[src/rtl/axil_apb_pkg.sv]
// Shared definitions for the APB <-> AXI4-Lite bridge pair.
//   RESP_*          : AXI4-Lite response encodings
//   bridge_state_t  : transfer FSM state
//   resp_is_err()   : maps an AXI response to the APB pslverr level
package axil_apb_pkg;

  localparam logic [1:0] RESP_OKAY   = 2'b00;
  localparam logic [1:0] RESP_EXOKAY = 2'b01;
  localparam logic [1:0] RESP_SLVERR = 2'b10;
  localparam logic [1:0] RESP_DECERR = 2'b11;

  typedef enum logic [2:0] {
    IDLE,
    WR_REQ,
    WR_RESP,
    RD_REQ,
    RD_DATA,
    DONE
  } bridge_state_t;

  // SLVERR and DECERR both surface as an APB error; OKAY and EXOKAY do not.
  function automatic logic resp_is_err(input logic [1:0] resp);
    resp_is_err = 1'b1;
    case (resp)
      RESP_OKAY, RESP_EXOKAY:   resp_is_err = 1'b0;
      RESP_SLVERR, RESP_DECERR: resp_is_err = 1'b1;
      default:                  resp_is_err = 1'b1;
    endcase
  endfunction

endpackage

[src/rtl/apb_axil_bridge.sv]
// APB completer to AXI4-Lite manager bridge.
// Each APB transfer becomes exactly one AXI4-Lite write (AW+W+B) or read
// (AR+R); the APB side is held in wait states until the AXI side finishes.
// Ports:
//   clk, rst                    : clock, synchronous active-high reset
//   psel/penable/pwrite/paddr/
//   pwdata/pstrb/pprot          : APB request
//   pready/prdata/pslverr       : APB completion
//   aw*/w*/b*                   : AXI4-Lite write channels (manager side)
//   ar*/r*                      : AXI4-Lite read channels (manager side)
// Every output is a register.
module apb_axil_bridge
  import axil_apb_pkg::*;
#(
  parameter int dataWidth = 32,
  parameter int addrWidth = 32
) (
  input  logic                   clk,
  input  logic                   rst,
  input  logic                   psel,
  input  logic                   penable,
  input  logic                   pwrite,
  input  logic [addrWidth-1:0]   paddr,
  input  logic [dataWidth-1:0]   pwdata,
  input  logic [dataWidth/8-1:0] pstrb,
  input  logic [2:0]             pprot,
  output logic                   pready,
  output logic [dataWidth-1:0]   prdata,
  output logic                   pslverr,
  output logic [addrWidth-1:0]   awaddr,
  output logic [2:0]             awprot,
  output logic                   awvalid,
  input  logic                   awready,
  output logic [dataWidth-1:0]   wdata,
  output logic [dataWidth/8-1:0] wstrb,
  output logic                   wvalid,
  input  logic                   wready,
  input  logic [1:0]             bresp,
  input  logic                   bvalid,
  output logic                   bready,
  output logic [addrWidth-1:0]   araddr,
  output logic [2:0]             arprot,
  output logic                   arvalid,
  input  logic                   arready,
  input  logic [dataWidth-1:0]   rdata,
  input  logic [1:0]             rresp,
  input  logic                   rvalid,
  output logic                   rready
);

  bridge_state_t state, next_state;

  logic start;
  logic aw_done, w_done;
  logic awvalid_d, wvalid_d, bready_d, arvalid_d, rready_d, pready_d;

  // A setup phase is only honoured from IDLE; anything seen while busy is ignored.
  assign start = (state == IDLE) && psel && !penable;

  // A channel counts as done once its valid is already low or is handshaking now,
  // so AW and W completing in the same cycle still advance together.
  assign aw_done = !awvalid || awready;
  assign w_done  = !wvalid  || wready;

  // State and control register.
  always_ff @(posedge clk) begin
    // NOTE: sequential state uses non-blocking assignments so every register
    // samples pre-edge values regardless of process ordering.
    if (rst) begin
      state   <= IDLE;
      awvalid <= 1'b0;
      wvalid  <= 1'b0;
      bready  <= 1'b0;
      arvalid <= 1'b0;
      rready  <= 1'b0;
      pready  <= 1'b0;
    end else begin
      state   <= next_state;
      awvalid <= awvalid_d;
      wvalid  <= wvalid_d;
      bready  <= bready_d;
      arvalid <= arvalid_d;
      rready  <= rready_d;
      pready  <= pready_d;
    end
  end

  // Next-state logic.
  always_comb begin
    // NOTE: default assignment first so no path leaves next_state unassigned
    // (which would infer a latch).
    next_state = state;
    case (state)
      IDLE:    if (start) next_state = pwrite ? WR_REQ : RD_REQ;
      WR_REQ:  if (aw_done && w_done) next_state = WR_RESP;
      WR_RESP: if (bvalid) next_state = DONE;
      RD_REQ:  if (arready) next_state = RD_DATA;
      RD_DATA: if (rvalid) next_state = DONE;
      DONE:    next_state = IDLE;
      default: next_state = IDLE;
    endcase
  end

  // Output logic: next values of the registered handshake outputs. Valids are
  // raised at the setup edge and only dropped by their own ready.
  always_comb begin
    awvalid_d = (start && pwrite) || (awvalid && !awready);
    wvalid_d  = (start && pwrite) || (wvalid && !wready);
    bready_d  = (next_state == WR_RESP);
    arvalid_d = (next_state == RD_REQ);
    rready_d  = (next_state == RD_DATA);
    pready_d  = (next_state == DONE);
  end

  // Request capture and response latching. Request fields only load at the
  // setup edge, so they stay stable for as long as their valid is high.
  always_ff @(posedge clk) begin
    // NOTE: the datapath is reset as well because its reset values are
    // visible on the ports.
    if (rst) begin
      awaddr  <= '0;
      awprot  <= '0;
      wdata   <= '0;
      wstrb   <= '0;
      araddr  <= '0;
      arprot  <= '0;
      prdata  <= '0;
      pslverr <= 1'b0;
    end else begin
      if (start && pwrite) begin
        awaddr <= paddr;
        awprot <= pprot;
        wdata  <= pwdata;
        wstrb  <= pstrb;
      end
      if (start && !pwrite) begin
        araddr <= paddr;
        arprot <= pprot;
      end
      if (start) begin
        pslverr <= 1'b0;
      end
      if (state == WR_RESP && bvalid) begin
        pslverr <= resp_is_err(bresp);
      end
      // prdata only moves on a read response; writes leave it untouched.
      if (state == RD_DATA && rvalid) begin
        prdata  <= rdata;
        pslverr <= resp_is_err(rresp);
      end
    end
  end

endmodule
[config.mk]
export PLATFORM = sky130hd
export DESIGN_NAME = apb_axil_bridge
export DESIGN_NICKNAME = d
export VERILOG_FILES = /design/src/rtl/axil_apb_pkg.sv /design/src/rtl/apb_axil_bridge.sv
export SDC_FILE = /design/constraint.sdc
export NUM_CORES = 1
export LEC_CHECK = 0
export BUFFER_PORTS_ARGS = -buffer_cell sky130_fd_sc_hd__buf_2
export CAP_MARGIN = 0
export CORE_ASPECT_RATIO = 0.5
export CORE_MARGIN = 1.5
export CORE_UTILIZATION = 25
export CTS_BUF_LIST = sky130_fd_sc_hd__clkbuf_8
export DETAILED_ROUTE_END_ITERATION = 16
export HOLD_SLACK_MARGIN = 0.02
export PLACE_DENSITY_LB_ADDON = 0.05
export SYNTH_ARGS = -nofsm -noshare
export SYNTH_HDL_FRONTEND = slang
export SYNTH_SLANG_ARGS = --single-unit
[constraint.sdc]
create_clock -name clk -period 1.22 [get_ports clk]
set_input_delay 0.244 -clock clk [delete_from_list [all_inputs] [get_ports clk]]
set_output_delay 0.244 -clock clk [all_outputs]
set_load 0.03 [all_outputs]
Word-level counts from Yosys, hierarchy flattened
Index checks and enable logic that the tools add are counted.

operators by class
  div/mod/pow operators = 0
  reduce and logical (&&, ||, !) cells = 27
  eq/ne operators = 14
  muxes and demuxes = 12
  $add $sub $neg = 0
  bitwise operators = 0
  multipliers = 0
  $lt $le $gt $ge = 0
  shifts and indexed selects = 0

operators by type and width
  cell                                           number
  two-way mux 3 bit                              5
  case mux 3 bit (5 select lines)                1
  == test 3 x 2 -> 1 bit, second input constant  4
  == test 3 bit, second input constant           3
  logical AND 1 bit                              9
  == test 2 bit, second input constant           4
  OR reduction 2 bit                             4
  zero test 1 bit                                6
  == test 2 x 1 -> 1 bit, second input constant  2
  zero test 2 bit                                2
  logical OR 1 bit                               4
  case mux 1 bit (2 select lines)                2
  == test 3 x 1 -> 1 bit, second input constant  1
  zero test 3 bit                                1
  two-way mux 1 bit                              3
  nonzero test 3 bit                             1
  two-way mux 2 bit                              1

word-level totals
  output and inout bits = 145
  word-level logic and storage cells = 68
  bits in writable memories = 0
  latch bits = 0
  memories = 0
  bits of input ports = 117
  bits in registers = 148
  bits in read-only memories = 0

Longest topological paths before layout
  depth after elaboration = 6
  depth in mapped cells = 6
  mapped depth without buffers = 4

Least setup slack after synthesis
Ideal clock, no wire load.

  path type = flip-flop to flip-flop
  start point = register state[1]
  end point = register araddr[1]
  required time = 1.088 ns
  data arrival time = 1.186 ns
  slack = -0.098 ns
  stages on the path, launching flop included = 6
  library setup time = 0.132 ns
  buffers on the path = 1
  clock period less this slack = 1.318 ns
  cell sequence = dfxtp_1 nor3b_2 nand3b_1 clkbuf_1 nand2_1 a21oi_1

between the ends
  word-level cells in the longest chain between the ends = 4

ends and longest elaborated chain
  item                             RTL line                RTL
  start: declaration               apb_axil_bridge.sv:51   bridge_state_t state, next_state;
  start signal: assignment         apb_axil_bridge.sv:78   state <= next_state;
  zero test 3 bit                  apb_axil_bridge.sv:58   assign start = (state == IDLE) && psel && !penable;
  logical AND 1 bit (2 in series)  apb_axil_bridge.sv:58
  logical AND 1 bit                apb_axil_bridge.sv:136  if (start && !pwrite) begin
  end signal: assignment           apb_axil_bridge.sv:137  araddr <= paddr;
  end: declaration                 apb_axil_bridge.sv:41   output logic [addrWidth-1:0] araddr,

No other way between the ends.
A chain may end at the register's enable or synchronous reset.

Worst setup path after layout
  start point = register state[1]
  end point = register araddr[7]

Same word-level chain as after synthesis.

==> flow_summary.toml <==
[power]
pwr-share-comb_pct = 18.2
max-vdd-ir-drop_v = 0.000770
p_int_w = 0.00758
swShare_pct = 27.9
p_leak_nw = 3.91
clockPowerShare_pct = 33.2
p_seq_share_pct = 48.6
power.density_nw_per_um2 = 1160
p_sw_w = 0.00294

[route]
via_per_inst = 4.27
drc = 0
postRouteAntennaNets = 0
wirelength_mm = 19.0
num_vias = 5551
drt-initial-drc-count = 200
wl_per_cell_um = 14.6
drtPass1Iterations = 6

[worst_hold_path]
min_path_cells = 2
hold_path_end = "araddr[20]$_SDFFE_PP0P_"
worstHoldPathType = "in -> reg"
min-delay-start = "rst"

[global_route]
grt_use_total_pct = 16.4
grt_max_degree = 68
first_global_vias = 5281
grt_pass1_wl_mm = 27.6
antenna_found_initial = 1
grt_overflow = 0

[clocking]
htree_levels = 4
cts_buffers = 17
cts.sinks = 148
cts_tree = "done"
cts.clk_slew.worst_paths_ns = 0.08
ctsRootBufferMaster = "clkbuf_8"
clk_latency_ns = 0.45
cts_buffer_depth = 2

[timing]
fmax_mhz = 693
tns_ns = -26.13
rsz0062_at_grt = "yes"
final_max_slew_viol_count = 0
setup_viol = 252
hold_violations = 0
fin_crit_ns = 1.44
finClkSkew_ns = 0.00783
tightest_slew_ns = 0.334
fin_crit_sh_pct = 118
slew_headroom_pct = 77.7
setup_slack_ns = -0.224

[yosys]
synth_commonest_cells = "277 x nand2_1, 148 x dfxtp_1, 138 x a21oi_1, 30 x clkbuf_1, 12 x nor2_1"
synthFlopType = "dfxtp_1"
async_reset_ff_share_pct = 0
ys_warn_count = 0
synth_top_area_cell = "dfxtp_1"
ys_seq_area_share_pct = 57.4
synth_edf_count = 0
syn_inst = 648
syn-num-nets = 765
syn_area_um2 = 5160
synth_cell_type_count = 30
synth_area_per_cell_um2 = 7.97
synth_top_area_share_pct = 57.4
synthTopCellsByArea = "dfxtp_1 57%, nand2_1 20%, a21oi_1 13%"
synth-seq-cells = 148
yosysMostFrequentCell = "nand2_1"

[placed_design]
dp_hpwl_mm = 11.6
post-place-ws_ns = -0.256
portBuffers = 259
gp_congestion = 0.725

[layout]
fin_nets = 1141
drive_gt1_share_pct = 41.9
fill_cells = 2012
diodes = 0
area_delta_synth_final_pct = 76.2

[setup_path]
r2r_cells = 7
r2r_setup_slack_ns = -0.22
rr_startpoint = "state[1]$_SDFF_PP0_"
cp_max_fo = 8
r2r_end = "araddr[7]$_SDFFE_PP0P_"
startpoint_type = "flip-flop"
critPathMaxStageDelay_ns = 0.37
cp_slowest_cell = "dfxtp_4"
critPathCaptureType = "flip-flop"
arrival_ns = 1.78
crit_type = "reg -> reg"
crit_buf_inv = 3
path_cells = "nor3b_4 > buf_4 > nand3b_1 > buf_6 > clkbuf_16 > nand2_2 > a21oi_1"
cp_data_required_time_ns = 1.55
crit_family = "buffers and inverters"

[floorplanning]
die_area_um2 = 21600
rows = 36
dieWidth_um = 206
coreArea_um2 = 19900
pin_count = 262
initial_utilization_pct = 26.0
die_height_um = 105

[run_status]
violations = "negative setup slack"
run_status = "finished, violations left"

[flow_run]
maxCapViolations = 0
==> per-layer routing <==
layer  up-vias  wire [um]  part of all wire (%)  track usage [%]
li1       2839          -                     -                -
met1      2561       8610                    45             19.8
met2       127       8940                    47             26.9
met3        24       1140                   6.0             5.58
met4         0        349                   1.8             6.52
met5         -          0                     0                0
==> timing repair <==
action                                  CTS  global route
gates cloned                              1             9
gates resized for setup                  43           125
endpoints found under the hold margin   138             0
pin swaps                                 1            34
setup buffers                             2             3
hold buffers                            103             0
endpoints found under the setup margin  293           290
==> cell families after synthesis <==
group / count (synthesis) / synth area share (%)
AOI/OAI and AO/OA: 146 / 14.6
buffers and inverters: 48 / 4.41
DFF: 148 / 57.4
muxes: 1 / 0.218
and+or+nand+nor: 305 / 23.4
==> registers in the layout (all words and copies together), names as in the netlist, 3 cells and up <==
register and count:
prdata 32, state 3, wdata 32, awprot 3
araddr 32, awaddr 32, arprot 3, wstrb 4
==> area by class of cell <==
| cell class | count | area, um2 | share of cell area, % |
|---|---|---|---|
| Tap cell | 266 | 333 | 3.66 |
| Multi-Input combinational cell | 452 | 2360 | 25.9 |
| Timing Repair Buffer | 403 | 3060 | 33.6 |
| Inverter | 2 | 7.51 | 0.0825 |
| Sequential cell | 148 | 3000 | 33.0 |
| Clock buffer | 20 | 275 | 3.03 |
| Clock inverter | 9 | 66.3 | 0.729 |
==> through the flow <==
step                hold slack [ns]  utilization, %  cells  total power (W)  instance area (um2)
floorplan                     0.380               -    648          0.00602                 5260
global placement              0.439            34.8   1153          0.00661                 6920
detailed placement            0.443            34.8   1153          0.00662                 6920
CTS                          0.0249            42.6   1288           0.0105                 8460
global route                 0.0441            45.8   1300           0.0110                 9100
finish                       0.0724            45.8   1300           0.0105                 9100
==> cells in the final DEF (no fill, tap or decap), drive strengths merged, types with 2 or more instances in the layout <==
| cell type | count |
|---|---|
| nor2b | 3 |
| o21ai | 2 |
| nand2 | 277 |
| nor2 | 12 |
| dfxtp | 148 |
| dlygate4sd3 | 103 |
| inv | 5 |
| buf | 292 |
| or3b | 2 |
| a21oi | 138 |
| nand3 | 2 |
| clkinv | 5 |
| nor3b | 2 |
| clkbuf | 28 |
==> power by group through the flow <==
stage	clock, W	combinational [W]	sequential (W)
floorplan	0	0.000483	0.00554
global placement	0	0.00140	0.00521
detailed placement	0	0.00141	0.00521
CTS	0.00365	0.00173	0.00510
global route	0.00383	0.00206	0.00514
finish	0.00349	0.00192	0.00511
==> worst max path at each step <==
| stage | start | to | slack (ns) | depth (start not counted) |
|---|---|---|---|---|
| finish | state[1]$_SDFF_PP0_ | araddr[7]$_SDFFE_PP0P_ | -0.22 | 7 |
| global route | state[1]$_SDFF_PP0_ | araddr[1]$_SDFFE_PP0P_ | -0.28 | 7 |
| CTS | state[1]$_SDFF_PP0_ | araddr[2]$_SDFFE_PP0P_ | -0.21 | 6 |
| detailed placement | penable | wdata[21]$_SDFFE_PP0P_ | -0.26 | 6 |
| global placement | penable | wdata[20]$_SDFFE_PP0P_ | -0.24 | 6 |
| floorplan | state[1]$_SDFF_PP0_ | araddr[1]$_SDFFE_PP0P_ | -0.06 | 5 |
(Power assumes the default switching activity.)
